--- src/rtl/instruction_fetch.sv ---
// instruction_fetch: fetch stage sitting between program_counter and decode.
// Issues one ROM read per cycle at the current PC. Buffers returned {pc, inst}
// pairs in a small FIFO for the decoder. Drives program_counter's load/data
// inputs to hold the PC when the buffer would overflow, or to redirect it on
// jumps.
//
// Ports:
//   clk, reset       rising-edge clock, synchronous active-high reset
//   pc_in            current program_counter value
//   pc_load/pc_data  load request back into program_counter (combinational)
//   rom_addr         ROM read address (= pc_in); ROM answers one cycle later
//   rom_data         ROM data for the address presented on the previous cycle
//   inst_valid/inst/inst_pc/inst_ready
//                    FIFO head and valid/ready handshake to the decoder
//   jump_valid/jump_target
//                    redirect request from the execute stage
module instruction_fetch #(
  parameter int unsigned WIDTH = 16,
  parameter int unsigned DEPTH = 2
) (
  input  logic             clk,
  input  logic             reset,
  input  logic [WIDTH-1:0] pc_in,
  output logic             pc_load,
  output logic [WIDTH-1:0] pc_data,
  output logic [WIDTH-1:0] rom_addr,
  input  logic [WIDTH-1:0] rom_data,
  output logic             inst_valid,
  output logic [WIDTH-1:0] inst,
  output logic [WIDTH-1:0] inst_pc,
  input  logic             inst_ready,
  input  logic             jump_valid,
  input  logic [WIDTH-1:0] jump_target
);

  localparam int unsigned AW = (DEPTH > 1) ? $clog2(DEPTH) : 1;
  localparam int unsigned CW = $clog2(DEPTH + 1);

  typedef enum logic {RUN, STALL} state_t;

  state_t           state_c;
  logic [WIDTH-1:0] mem_pc   [DEPTH];
  logic [WIDTH-1:0] mem_inst [DEPTH];
  logic [AW-1:0]    rd_ptr;
  logic [AW-1:0]    wr_ptr;
  logic [CW-1:0]    count;
  logic             req_v;
  logic [WIDTH-1:0] req_pc;
  logic             pop_c;
  logic [CW:0]      occupancy_c;
  logic             issue_ok_c;

  assign rom_addr   = pc_in;
  assign inst_valid = (count != '0);
  assign inst       = mem_inst[rd_ptr];
  assign inst_pc    = mem_pc[rd_ptr];
  assign pop_c      = inst_valid & inst_ready;

  // Entries held next cycle if we issue now; issuing is safe only if the
  // resulting push one cycle later still has room even without a pop.
  assign occupancy_c = (CW+1)'(count) + (CW+1)'(req_v) - (CW+1)'(pop_c);
  assign issue_ok_c  = occupancy_c < (CW+1)'(DEPTH);

  // State carries no memory: it is a decode of the current occupancy.
  always_comb begin
    state_c = RUN;
    if (!issue_ok_c) state_c = STALL;
  end

  // PC control: jump beats stall; reset forces the idle values.
  always_comb begin
    pc_load = 1'b0;
    pc_data = '0;
    if (!reset) begin
      if (jump_valid) begin
        pc_load = 1'b1;
        pc_data = jump_target;
      end else if (state_c == STALL) begin
        pc_load = 1'b1;
        pc_data = pc_in;
      end
    end
  end

  // Request tracking and FIFO storage.
  always_ff @(posedge clk) begin
    if (reset) begin
      req_v  <= 1'b0;
      req_pc <= '0;
      rd_ptr <= '0;
      wr_ptr <= '0;
      count  <= '0;
      for (int i = 0; i < int'(DEPTH); i++) begin
        mem_pc[i]   <= '0;
        mem_inst[i] <= '0;
      end
    end else if (jump_valid) begin
      // Flush: queued entries and the in-flight read are stale.
      req_v  <= 1'b0;
      rd_ptr <= '0;
      wr_ptr <= '0;
      count  <= '0;
    end else begin
      req_v <= (state_c == RUN);
      if (state_c == RUN) req_pc <= pc_in;

      if (req_v) begin
        mem_pc[wr_ptr]   <= req_pc;
        mem_inst[wr_ptr] <= rom_data;
        wr_ptr           <= wr_ptr + AW'(1);
      end
      if (pop_c) rd_ptr <= rd_ptr + AW'(1);

      case ({req_v, pop_c})
        2'b10:   count <= count + CW'(1);
        2'b01:   count <= count - CW'(1);
        default: count <= count;
      endcase
    end
  end

endmodule

--- config.mk ---
export PLATFORM = sky130hd
export DESIGN_NAME = instruction_fetch
export DESIGN_NICKNAME = d
export VERILOG_FILES = /design/src/rtl/instruction_fetch.sv
export SDC_FILE = /design/constraint.sdc
export NUM_CORES = 1
export LEC_CHECK = 0
export ABC_AREA = 1
export CAP_MARGIN = 20
export CORE_MARGIN = 2
export CORE_UTILIZATION = 53
export CTS_BUF_LIST = sky130_fd_sc_hd__clkbuf_8
export CTS_CLUSTER_DIAMETER = 100
export CTS_CLUSTER_SIZE = 10
export DETAILED_ROUTE_END_ITERATION = 10
export PLACE_DENSITY = 0.88
export REMOVE_ABC_BUFFERS = 1
export SLEW_MARGIN = 20
export SYNTH_ARGS = -nofsm -noshare
export SYNTH_HDL_FRONTEND = slang
export SYNTH_SLANG_ARGS = --single-unit
--- constraint.sdc ---
create_clock -name clk -period 4.4 [get_ports clk]
set_input_delay 0.88 -clock clk [delete_from_list [all_inputs] [get_ports clk]]
set_output_delay 0.88 -clock clk [all_outputs]
set_load 0.02 [all_outputs]
Word-level counts from Yosys, hierarchy flattened
Memories as Yosys holds them, arrays and structs flattened. A register that Yosys moved wholly into a read port is not among the register bits. Cells that the tools add are included.

Flip-flop bits (word level): 21. RAM bits: 64. Bits of input ports: 52. Logic and storage cells: 47. Memories: 2.

Add/sub/neg operators: 6. Order comparisons: 1. Equal/unequal tests: 2. Mux-type cells: 23. Bitwise operators: 2. Reductions and logical operators: 6.

Memory list: mem_inst (words 2, bits a word 16, rd ports 1, clocked after Yosys merged registers in 1, write ports 2, line 43) `logic [WIDTH-1:0] mem_inst [DEPTH];`; mem_pc (words 2, bits a word 16, rd ports 1, clocked after Yosys merged registers in 1, write ports 2, line 42) `logic [WIDTH-1:0] mem_pc [DEPTH];`.

Operator list (count): 16-bit two-way mux (5); 16-bit OR reduction (2); 1-bit two-way mux (17); 2-bit one-hot mux with 2 select lines (1); 2-bit nonzero test (2); 2-bit by 1-bit adder with 3-bit output (1); 3-bit by 2-bit less-than comparator with 1-bit output (second input constant) (1); 3-bit by 1-bit subtractor with 3-bit output (1); 1-bit adder (second input constant) (2); 2-bit by 1-bit adder with 2-bit output (second input constant) (1); 2-bit by 1-bit == test with 1-bit output (second input constant) (1); 2-bit == test (second input constant) (1); 2-bit AND reduction (1); 2-bit OR reduction (1); 2-bit by 1-bit subtractor with 2-bit output (second input constant) (1); 1-bit bitwise AND (1); 1-bit NOT (1).

Depth between registers and ports, before layout
Gate-level depths: netlist (run 1).

Word-level depth: 7. Mapped depth: 12. Depth with buffers taken out: 10.

Least setup slack after synthesis (run 1)
OpenSTA, ideal clock, no wires.

Kind: input port to output port. From: input inst_ready. To: output pc_data[10]. Arrival: 2711 ps. Data required time: 3520 ps. Path slack: 809 ps. Stages: 12. Buffers on the path: 2. Path through: o21a_1 > ha_1 > nor2_1 > inv_1 > fa_1 > buf_4 > inv_2 > nor2_4 > nand3_4 > inv_4 > buf_6 > nor2_1.

Longest elaborated chain between the ends: 6.

RTL lines: start: declaration (line 31) `input logic inst_ready,`; 1-bit bitwise AND (line 57) `assign pop_c = inst_valid & inst_ready;`; 3-bit by 1-bit subtractor with 3-bit output (line 61) `assign occupancy_c = (CW+1)'(count) + (CW+1)'(req_v) - (CW+1)'(pop_c);`; 3-bit by 2-bit less-than comparator with 1-bit output (line 62) `assign issue_ok_c = occupancy_c < (CW+1)'(DEPTH);`; 16-bit two-way mux (line 78) `end else if (state_c == STALL) begin`; 16-bit two-way mux (line 75) `if (jump_valid) begin`; 16-bit two-way mux (line 74) `if (!reset) begin`; end: declaration (line 25) `output logic [WIDTH-1:0] pc_data,`.

No other way between the ends.

Worst setup path in the final report (run 1)
From: input inst_ready. To: output pc_data[15].

Longest elaborated chain between the ends: 6.

RTL lines: 1-bit bitwise AND (line 57); via pop_c (line 49) `logic pop_c;`; 3-bit by 1-bit subtractor with 3-bit output (line 61); 3-bit by 2-bit less-than comparator with 1-bit output (line 62); 16-bit two-way mux (line 78); 16-bit two-way mux (line 75); 16-bit two-way mux (line 74).

The timed path passes the listed nets, and every way through them passes these cells.

==> key figures, run 1 <==
Synth
  – Sequential-to-total area share from yosys stat: 57.00%
  – EDFF count, synth: 64
  – Ys async rst share: 0%
  – Largest cells by area after synthesis: edfxtp_1 (46%), dfxtp_1 (11%), mux2_2 (8.2%), nor2_1 (7.9%), inv_1 (5.1%)
  – Mapped cell area: 0.004144 mm²
  – Synthesized instance count: 412
  – Yosys warns: 0
  – Synth area leader: edfxtp_1
  – #FFs+latches synth: 86
  – Ys flop type: edfxtp_1
  – Synth cell types: 27
  – Syn Area/Cell: 10.06 µm²
  – Share of the synthesized area in the top cell type: 46.38%

Route
  – DR vias: 3107
  – DRT Pass-1 Iters: 5
  – Drt wl/cell: 14.71 µm
  – Number of routed nets with antenna violations: 0
  – Routed Wire Length: 9.091 mm
  – Number of remaining DRC errors: 0
  – Via-to-Cell Ratio: 5.028
  – DR iter-0 viols: 205

Timing
  – Period utilization: 94.85%
  – Max_slew headroom: 62.73%
  – Final Slew Violations: 0
  – RSZ-0062 raised after global routing: no
  – Clock skew: 0.01150 ns
  – Final Hold Vio Count: 0
  – F_max: 239.6 MHz
  – Final hold slack: 0.4681 ns
  – Least-Margin Pin Slew: 0.5573 ns
  – Final setup fails: 0
  – Final worst path period need: 4.174 ns

Layout
  – Fill cells: 577
  – Most frequent cells in the layout: clkdlybuf4s50_1 (100), nor2_1 (87), edfxtp_1 (64)
  – Post-route non-filler standard cell count: 618
  – Design Area, Final: 0.005440 mm²
  – Layout cells sized above 1: 12.60%
  – Ant diodes: 0
  – Final Util: 71.14%
  – Syn-to-layout area delta: 31.28%
  – Commonest non-fill, non-tap cell in the layout: clkdlybuf4s50_1
  – Net count, final: 566

Setup path
  – Worst setup SP type: input port
  – Crit path max-delay family: buffers and inverters
  – Slowest cell on crit path: fa_1
  – Most used cell, CP: nor2_1
  – Crit path capture type: output pin
  – Worst EP required: 3.52 ns
  – Critical path type: input port to output pin
  – Critical-path cell list: clkdlybuf4s50_1, o21a_1, ha_1, nor2_1, inv_1, fa_1, inv_2, nor2_4, nand3_4, inv_6, nor2_1, dlygate4sd2_1
  – CP Buf/Inv Count: 5
  – CP max FO: 16
  – CP max stage delay: 0.52 ns
  – Critical Path AT: 3.29 ns

GRT
  – Pin count of the biggest net entering global routing: 34
  – Grt ovf: 0
  – GRT Util Overall: 22.24%
  – Initial antenna violation count: 0
  – First-pass GRT wire length: 14.84 mm
  – Vias in the first global route: 3286

Floorplanning
  – Width of the die: 92.43 µm
  – Total die area: 0.008542 mm²
  – # rows: 32
  – Starting Density: 54.19%
  – Die height: 92.43 µm
  – Area of the core: 0.007647 mm²
  – IO Count: 118

Placed design
  – Buffers on Ports: 117
  – Hpwl dp: 6.253 mm
  – Cells after DPL: 602
  – Placed inst area: 0.005259 mm²
  – GPL Wtd Cong: 0.7791

Power
  – Leak Pwr: 2.318 nW
  – VDD IR max: 0.2288 mV
  – Pwr/cell area: 340.0 mW/mm²

CTS
  – Worst-path clk slew: 0.08 ns
  – CTS Sinks: 86
  – TritonCTS clock tree: built
  – Clock latency on the worst-skew pair: 0.34 ns
  – CTS buffer count: 9
  – CTS Root Cell: clkbuf_8
  – CTS Hold Bufs: 0
  – # Post-CTS Setup Buffers: 0
  – CTS max path bufs: 2
  – H-tree Lvls: 3

Hold path
  – Worst min path class: flip-flop to flip-flop

Run status
  – Outcome: finished clean

Flow run
  – Max Cap Violations: 0
==> final cells by class <==
type	instances	area (µm²)	share of cell area, %
Clock buffer	10	137.6	2.530
Clock inverter	6	55.05	1.012
Inverter	60	230.2	4.232
Multi-Input combinational cell	226	1287	23.67
Sequential cell	86	2362	43.42
Tap cell	102	127.6	2.346
Timing Repair Buffer	128	1240	22.79
==> metal layers <==
metal | vias up | global-route usage [%] | part of all wire, %
met5 | - | 0 | 0
met4 | 0 | 8.706 | 1.1
met3 | 10 | 4.963 | 5.4
met2 | 118 | 40.09 | 50
met1 | 1446 | 25.65 | 43
li1 | 1533 | - | -
==> per-stage QoR <==
stage	total power [mW]	setup slack [ns]	setup TNS (ns)
2_1_floorplan	1.137	0.6919	0
3_3_place_gp	1.331	0.04100	0
3_5_place_dp	1.346	-0.04070	-0.1310
4_1_cts	1.862	0.0007001	0
5_1_grt	1.926	0.02330	0
6_report	1.849	0.2265	0
==> registers in the layout, indices dropped and copies added, names as in the netlist, named ones only <==
signal and count:
rd_ptr 1, wr_ptr 1, count 2, mem_pc 32, req_v 1, req_pc 16, mem_inst 32
==> timing repair <==
action                                  4_1_cts  5_1_grt
pin swaps                                     0        0
resized for setup                            15        3
endpoints found under the setup margin       15        5
==> where the power goes <==
group / internal [mW] / switching (mW) / leakage, nW / total [mW]
clock: 0.272 / 0.260 / 0.105 / 0.532
combinational: 0.165 / 0.216 / 1.37 / 0.381
sequential: 0.917 / 0.0190 / 0.843 / 0.936
total: 1.35 / 0.495 / 2.32 / 1.85
==> logic make-up after synthesis <==
group	after synthesis	synth area share, %
DFF	86	57.00
adders and majority gates	3	1.087
AOI/OAI and AO/OA	35	4.348
buffers and inverters	100	11.93
xor gates and xnor gates	1	0.2114
and+or+nand+nor	155	16.73
muxes	32	8.696
==> final timing paths <==
kind | start | to | slack (ns) | cells after the start
max | inst_ready | pc_data[15] | 0.23 | 12
min | req_pc[7] | req_pc[7] | 0.47 | 2
max reg2reg | count[1] | req_pc[12] | 1.94 | 10
min reg2reg | req_pc[7] | req_pc[7] | 0.47 | 2
==> worst register-to-register path, stage by stage (launching register included) <==
cell and delay, ns:
dfxtp_1 0.48, o21a_1 0.20, ha_1 0.24, nor2_1 0.14, inv_1 0.07, fa_1 0.42
inv_1 0.10, nand2_1 0.05, nand2_1 0.40, nand4_1 0.17, nand2_1 0.12
==> cells in the mapped netlist (2+ instances only) <==
cell type  number
nor2_1         87
edfxtp_1       64
inv_1          56
mux2_2         30
nand2_1        28
buf_4          22
dfxtp_1        22
nand3_1        18
o21ai_0        17
a21oi_1        16
nand4_1        16
buf_2          14
inv_2           3
buf_6           2
ha_1            2
mux2_1          2
nand2_2         2
o21a_1          2
No activity file was read; power rests on OpenSTA's default activity.
==> run 2: changes to the inputs <==
- SLEW_MARGIN: 20 -> unset
==> results of run 2 <==
Final layout, timing and power as in run 1 (identical DEF).
